[src/rtl/seg7_scan_driver.sv]
// seg7_scan_driver
//   Time-multiplexed driver for a 4-digit common-anode seven-segment display.
//   It scans one digit slot every REFRESH_DIV clocks and latches the four BCD
//   digits and the decimal-point mask once per frame, so a frame never shows
//   a mix of old and new values. It also blanks leading zeros, can blink the
//   whole display, and drives a decimal point for each digit.
//
// Ports
//   clk       system clock
//   rst       synchronous, active-high reset
//   digit1..4 BCD digits, digit1 = thousands (leftmost) .. digit4 = units
//   dp_mask   decimal-point request, bit3 = digit1 position .. bit0 = digit4
//   blink_en  1 = blink the whole display at BLINK_FRAMES frames per half-period
//   an        anode enables, active-low, an[3] = leftmost digit
//   seg       cathodes, active-low, {g,f,e,d,c,b,a}
//   dp        decimal-point cathode, active-low
module seg7_scan_driver #(
  parameter int REFRESH_DIV   = 100000,
  parameter int BLINK_FRAMES  = 125,
  parameter bit BLANK_LEADING = 1'b1
) (
  input  logic       clk,
  input  logic       rst,
  input  logic [3:0] digit1,
  input  logic [3:0] digit2,
  input  logic [3:0] digit3,
  input  logic [3:0] digit4,
  input  logic [3:0] dp_mask,
  input  logic       blink_en,
  output logic [3:0] an,
  output logic [6:0] seg,
  output logic       dp
);

  localparam int CNT_W   = $clog2(REFRESH_DIV);
  localparam int BLINK_W = (BLINK_FRAMES > 1) ? $clog2(BLINK_FRAMES) : 1;
  localparam logic [CNT_W-1:0]   CNT_MAX   = CNT_W'(REFRESH_DIV - 1);
  localparam logic [BLINK_W-1:0] BLINK_MAX = BLINK_W'(BLINK_FRAMES - 1);

  localparam logic [6:0] SEG_OFF = 7'b1111111;
  localparam logic [3:0] AN_OFF  = 4'b1111;

  typedef enum logic [1:0] {
    SLOT_D1 = 2'd0,
    SLOT_D2 = 2'd1,
    SLOT_D3 = 2'd2,
    SLOT_D4 = 2'd3
  } slot_e;

  // Active-low cathode pattern for one BCD code; 10..15 show a dash.
  function automatic logic [6:0] decode(input logic [3:0] code);
    case (code)
      4'd0:    return 7'b1000000;
      4'd1:    return 7'b1111001;
      4'd2:    return 7'b0100100;
      4'd3:    return 7'b0110000;
      4'd4:    return 7'b0011001;
      4'd5:    return 7'b0010010;
      4'd6:    return 7'b0000010;
      4'd7:    return 7'b1111000;
      4'd8:    return 7'b0000000;
      4'd9:    return 7'b0010000;
      default: return 7'b0111111;
    endcase
  endfunction

  // State
  logic [CNT_W-1:0]   cnt_q,         cnt_d;
  slot_e              sel_q,         sel_d;
  logic [3:0][3:0]    snap_q,        snap_d;     // snap_q[0] = digit1
  logic [3:0]         snap_dp_q,     snap_dp_d;  // same bit order as dp_mask
  logic               frame_valid_q, frame_valid_d;
  logic [BLINK_W-1:0] blink_cnt_q,   blink_cnt_d;
  logic               blink_phase_q, blink_phase_d;
  logic [3:0]         an_q,          an_d;
  logic [6:0]         seg_q,         seg_d;
  logic               dp_q,          dp_d;

  // Combinational helpers
  logic       tick;
  logic       frame_start;
  logic [1:0] sel_idx;
  logic [3:0] cur_digit;
  logic       blank_slot;
  logic       dp_on;
  logic       dark;

  always_comb begin
    // NOTE: every signal written here gets a default first, so no path
    // leaves it unassigned and no latch is inferred.
    tick          = (cnt_q == CNT_MAX);
    frame_start   = tick && (sel_q == SLOT_D4);
    sel_idx       = sel_q;

    cnt_d         = tick ? '0 : cnt_q + 1'b1;
    sel_d         = tick ? slot_e'(sel_idx + 2'd1) : sel_q;
    snap_d        = snap_q;
    snap_dp_d     = snap_dp_q;
    frame_valid_d = frame_valid_q;
    blink_cnt_d   = blink_cnt_q;
    blink_phase_d = blink_phase_q;

    if (frame_start) begin
      snap_d        = {digit4, digit3, digit2, digit1};
      snap_dp_d     = dp_mask;
      frame_valid_d = 1'b1;
    end

    // Blink timing only advances while blinking is requested; dropping
    // blink_en parks it in the visible phase.
    if (!blink_en) begin
      blink_cnt_d   = '0;
      blink_phase_d = 1'b0;
    end else if (frame_start) begin
      if (blink_cnt_q == BLINK_MAX) begin
        blink_cnt_d   = '0;
        blink_phase_d = ~blink_phase_q;
      end else begin
        blink_cnt_d   = blink_cnt_q + 1'b1;
      end
    end

    // Output stage works from the pre-edge slot, so pins trail sel by a cycle.
    cur_digit = snap_q[sel_idx];
    // dp_mask bit3 belongs to slot 0, so the slot index is mirrored.
    dp_on     = snap_dp_q[~sel_idx];

    blank_slot = 1'b0;
    if (BLANK_LEADING) begin
      case (sel_q)
        SLOT_D1: blank_slot = (snap_q[0] == 4'd0);
        SLOT_D2: blank_slot = (snap_q[0] == 4'd0) && (snap_q[1] == 4'd0);
        SLOT_D3: blank_slot = (snap_q[0] == 4'd0) && (snap_q[1] == 4'd0) &&
                              (snap_q[2] == 4'd0);
        default: blank_slot = 1'b0;
      endcase
    end

    // Gating the phase with the live blink_en lets the display come back on
    // the very next update after blinking is switched off.
    dark = !frame_valid_q || (blink_en && blink_phase_q);

    an_d  = AN_OFF;
    seg_d = SEG_OFF;
    dp_d  = 1'b1;
    if (!dark) begin
      // A blanked slot still lights its anode when its decimal point is on.
      if (!blank_slot || dp_on) an_d = ~(4'b1000 >> sel_idx);
      if (!blank_slot)          seg_d = decode(cur_digit);
      dp_d = ~dp_on;
    end
  end

  // NOTE: sequential state is updated only with non-blocking assignments so
  // every flop samples the pre-edge value of every other flop.
  always_ff @(posedge clk) begin
    if (rst) begin
      cnt_q         <= CNT_MAX;
      sel_q         <= SLOT_D4;
      snap_q        <= '0;
      snap_dp_q     <= '0;
      frame_valid_q <= 1'b0;
      blink_cnt_q   <= '0;
      blink_phase_q <= 1'b0;
      an_q          <= AN_OFF;
      seg_q         <= SEG_OFF;
      dp_q          <= 1'b1;
    end else begin
      cnt_q         <= cnt_d;
      sel_q         <= sel_d;
      snap_q        <= snap_d;
      snap_dp_q     <= snap_dp_d;
      frame_valid_q <= frame_valid_d;
      blink_cnt_q   <= blink_cnt_d;
      blink_phase_q <= blink_phase_d;
      an_q          <= an_d;
      seg_q         <= seg_d;
      dp_q          <= dp_d;
    end
  end

  assign an  = an_q;
  assign seg = seg_q;
  assign dp  = dp_q;

endmodule
[config.mk]
export PLATFORM = sky130hd
export DESIGN_NAME = seg7_scan_driver
export DESIGN_NICKNAME = d
export VERILOG_FILES = /design/src/rtl/seg7_scan_driver.sv
export SDC_FILE = /design/constraint.sdc
export NUM_CORES = 1
export LEC_CHECK = 0
export ABC_AREA = 1
export BUFFER_PORTS_ARGS = -buffer_cell sky130_fd_sc_hd__clkbuf_2
export CAP_MARGIN = 40
export CORE_MARGIN = 2
export CORE_UTILIZATION = 28
export CTS_BUF_LIST = sky130_fd_sc_hd__clkbuf_2
export DETAILED_ROUTE_END_ITERATION = 8
export GPL_TIMING_DRIVEN = 0
export PLACE_DENSITY = 0.42
export SYNTH_ARGS = -nofsm -noshare
export SYNTH_HDL_FRONTEND = slang
export SYNTH_SLANG_ARGS = --single-unit
[constraint.sdc]
create_clock -name clk -period 5 [get_ports clk]
set_clock_uncertainty 0.05 [all_clocks]
set_input_delay 1 -clock clk [delete_from_list [all_inputs] [get_ports clk]]
set_output_delay 1 -clock clk [all_outputs]
set_load 0.01 [all_outputs]
==> impl_metrics.py <==
metrics = {
    "status": {
        "status": "complete, no violations",
    },
    "synth": {
        "netlist_instances": 436,
        "yosysWarnings": 0,
        "syn_avg_cell_area_um2": 7.037,
        "syn_area_um2": 3068,
        "synth_top_area_frac": 0.3915,
        "synthTopCellsByArea": "dfxtp_1, nand2_1, ha_1",
        "synth_edf_count": 0,
        "ys.flop_type": "dfxtp_1",
        "ys_ff_latch": 60,
        "synth_top_area_cell": "dfxtp_1",
        "async_reset_ff_frac": 0,
        "yosysSeqAreaShare": 0.3915,
        "synth.distinct_cells": 34,
        "synth_nets": 472,
    },
    "routing": {
        "postRouteAntennaNets": 0,
        "viasPerCell": 4.524,
        "dr.first_iter.drc_count": 112,
        "routed_wl_mm": 7.497,
        "route.vias.total": 2832,
        "drtPass1Iterations": 4,
        "drc_errors": 0,
        "wl_per_cell_um": 11.98,
    },
    "cts": {
        "cts.repair.resized": 0,
        "ctsHoldBuffers": 0,
        "clk_latency_ns": 0.50,
        "clkTransAtPathRegs_ns": 0.17,
        "cts_tree": "done",
        "cts_buffer_depth": 2,
        "cts_root_buf": "clkbuf_2",
        "cts_buffers": 9,
        "cts_setup_buffers": 0,
        "clock_sinks": 60,
        "htreeDepth": 3,
    },
    "layout": {
        "drive_gt1_frac": 0.1749,
        "areaGrowthSynthToFinish_pct": 14.68,
        "fillers": 1240,
        "finalNetCount": 517,
        "diodes": 0,
    },
    "min_path": {
        "worstHoldEndpoint": "snap_dp_q[1]",
        "hold_path.class": "reg2reg",
        "min_from": "snap_dp_q[1]",
        "hold_depth": 2,
    },
    "power": {
        "ir_drop_mv": 0.1445,
        "p_total_mw": 1.677,
        "power_density_nw_per_um2": 476.7,
        "leakage_nw": 1.505,
    },
    "worst_setup_path": {
        "critical_path_class": "reg2out",
        "cp_cell_sequence": "clkbuf_2",
        "reg2reg_slack_ns": 3.03,
        "slowest_delay_ns": 0.35,
        "required_ns": 3.95,
        "slowest_stage": "dfxtp_1",
        "reg2reg_from": "sel_idx[1]",
        "critPathTopFamily": "flip-flops",
        "arrival_ns": 0.96,
        "worst_r2r_path_depth": 7,
        "cp-start-kind": "flip-flop",
        "crit_buf_inv": 1,
        "cp_max_fo": 1,
        "worstReg2RegEnd": "snap_q[7]",
        "end_kind": "output port",
    },
    "global_route": {
        "grt_pass1_vias": 2690,
        "grt_first_pass_wirelength_mm": 13.05,
        "grt_antenna_before_repair": 0,
        "grt_usage": 0.1428,
        "grt_max_degree": 12,
        "grt_overflow": 0,
    },
    "timing": {
        "finalCritPeriodShare": 0.4016,
        "slew_headroom": 0.5508,
        "setup-tns-final_ns": 0,
        "grt_setup_unrepaired": "false",
        "slew_violations": 0,
        "setup_viol": 0,
        "min_period_ns": 2.008,
        "worstMarginPinSlew_ns": 0.6725,
        "hold_slack_ns": 0.4254,
        "hold_viol": 0,
        "fmax_mhz": 498.1,
    },
    "die": {
        "die_area_um2": 11810,
        "dieHeight_um": 108.7,
        "io_pins": 35,
        "rows": 38,
        "start_util": 0.2855,
        "core_um2": 10750,
        "die_w_um": 108.7,
    },
    "run": {
        "maxCapViolCount": 0,
    },
    "placed_design": {
        "gp_congestion": 0.8448,
        "portBuffers": 34,
        "dpl.hpwl_mm": 5.731,
    },
}
layer usage:
metal,GRT usage,vias up,part of all wire
met5,0,-,0
met4,0.06319,0,0.018
met3,0.02570,10,0.033
met2,0.2161,44,0.44
met1,0.1979,1294,0.51
li1,-,1484,-
sequential cells by signal (all words and copies together) (netlist names):
signal         cells
sel_idx            2
blink_cnt_q        7
dp                 1
an                 4
cnt_q             17
frame_valid_q      1
seg                7
snap_q            16
blink_phase_q      1
snap_dp_q          4
worst max path at each step:
stage / start / endpoint / slack, ns / depth (start not counted)
after detailed placement: rst / an[0] / 2.52 / 5
after global placement: rst / an[0] / 2.50 / 5
final: seg[2] / seg[2] / 2.99 / 1
after floorplan: blink_en / an[0] / 3.17 / 4
after CTS: seg[2] / seg[2] / 2.95 / 1
after global routing: sel_idx[1] / snap_q[7] / 2.78 / 7
cell usage in the layout, fill, tap and decap left out:
cell type	instances
xor2_1	3
nand4_1	14
inv_2	6
nor2_4	3
nor2_8	1
o22ai_1	1
clkbuf_1	4
nand3_4	1
buf_2	3
buf_4	1
and2_1	1
a21oi_2	4
dfxtp_1	60
nor2_2	1
clkinvlp_4	1
or2_2	1
nand3_2	1
nand2_1	145
bufinv_16	1
nor3_2	1
a211oi_2	1
ha_1	13
a21oi_1	31
buf_8	1
buf_12	1
clkbuf_2	44
clkinv_2	2
inv_1	40
nor3b_1	2
xnor2_1	1
o21ai_0	14
nand2_2	11
nor2_1	34
a31oi_1	1
o21bai_1	2
clkinv_1	2
o211ai_1	2
nor3_1	4
nand3_1	27
layout make-up:
| class | instances | area (um^2) | area share |
|---|---|---|---|
| buffer | 10 | 72.57 | 0.02063 |
| clock buffer | 10 | 50.05 | 0.01422 |
| clock inverter | 6 | 55.05 | 0.01565 |
| inverter | 46 | 172.7 | 0.04908 |
| multi-input combinational | 320 | 1622 | 0.4609 |
| sequential | 60 | 1201 | 0.3414 |
| tap | 140 | 175.2 | 0.04979 |
| timing repair buffer | 34 | 170.2 | 0.04836 |
Yosys cell counts, types with 3 or more instances:
| cell type | n |
|---|---|
| a21oi_1 | 31 |
| a21oi_2 | 4 |
| buf_2 | 3 |
| clkbuf_1 | 4 |
| dfxtp_1 | 60 |
| ha_1 | 13 |
| inv_1 | 40 |
| inv_2 | 6 |
| nand2_1 | 145 |
| nand2_2 | 11 |
| nand3_1 | 27 |
| nand4_1 | 14 |
| nor2_1 | 34 |
| nor2_4 | 3 |
| nor3_1 | 4 |
| o21ai_0 | 14 |
| xor2_1 | 3 |
where the power goes:
group	internal (mW)	leakage [nW]	total, mW	switching [mW]
sequential	0.572	0.488	0.664	0.0921
combinational	0.262	0.951	0.717	0.455
clock	0.113	0.0668	0.296	0.183
through the flow:
| step | cells | instance area, um^2 | worst slack (ns) | util |
|---|---|---|---|---|
| 2_1_floorplan | 436 | 3068 | 3.167 | - |
| 3_3_place_gp | 610 | 3413 | 2.505 | 0.3177 |
| 3_5_place_dp | 610 | 3413 | 2.523 | 0.3177 |
| 4_1_cts | 626 | 3518 | 2.949 | 0.3274 |
| 5_1_grt | 626 | 3518 | 2.780 | 0.3274 |
| 6_report | 626 | 3518 | 2.992 | 0.3274 |
cell families after synthesis:
| group | after synthesis | share of synthesized area |
|---|---|---|
| XOR/XNOR | 4 | 0.01142 |
| buffers and inverters | 56 | 0.07993 |
| AND/OR/NAND/NOR | 247 | 0.3613 |
| adder cells (fa/ha/maj) | 13 | 0.05302 |
| AO/OA/AOI/OAI | 56 | 0.1028 |
| flip-flops | 60 | 0.3915 |
No activity file was read; power rests on OpenSTA's default activity.
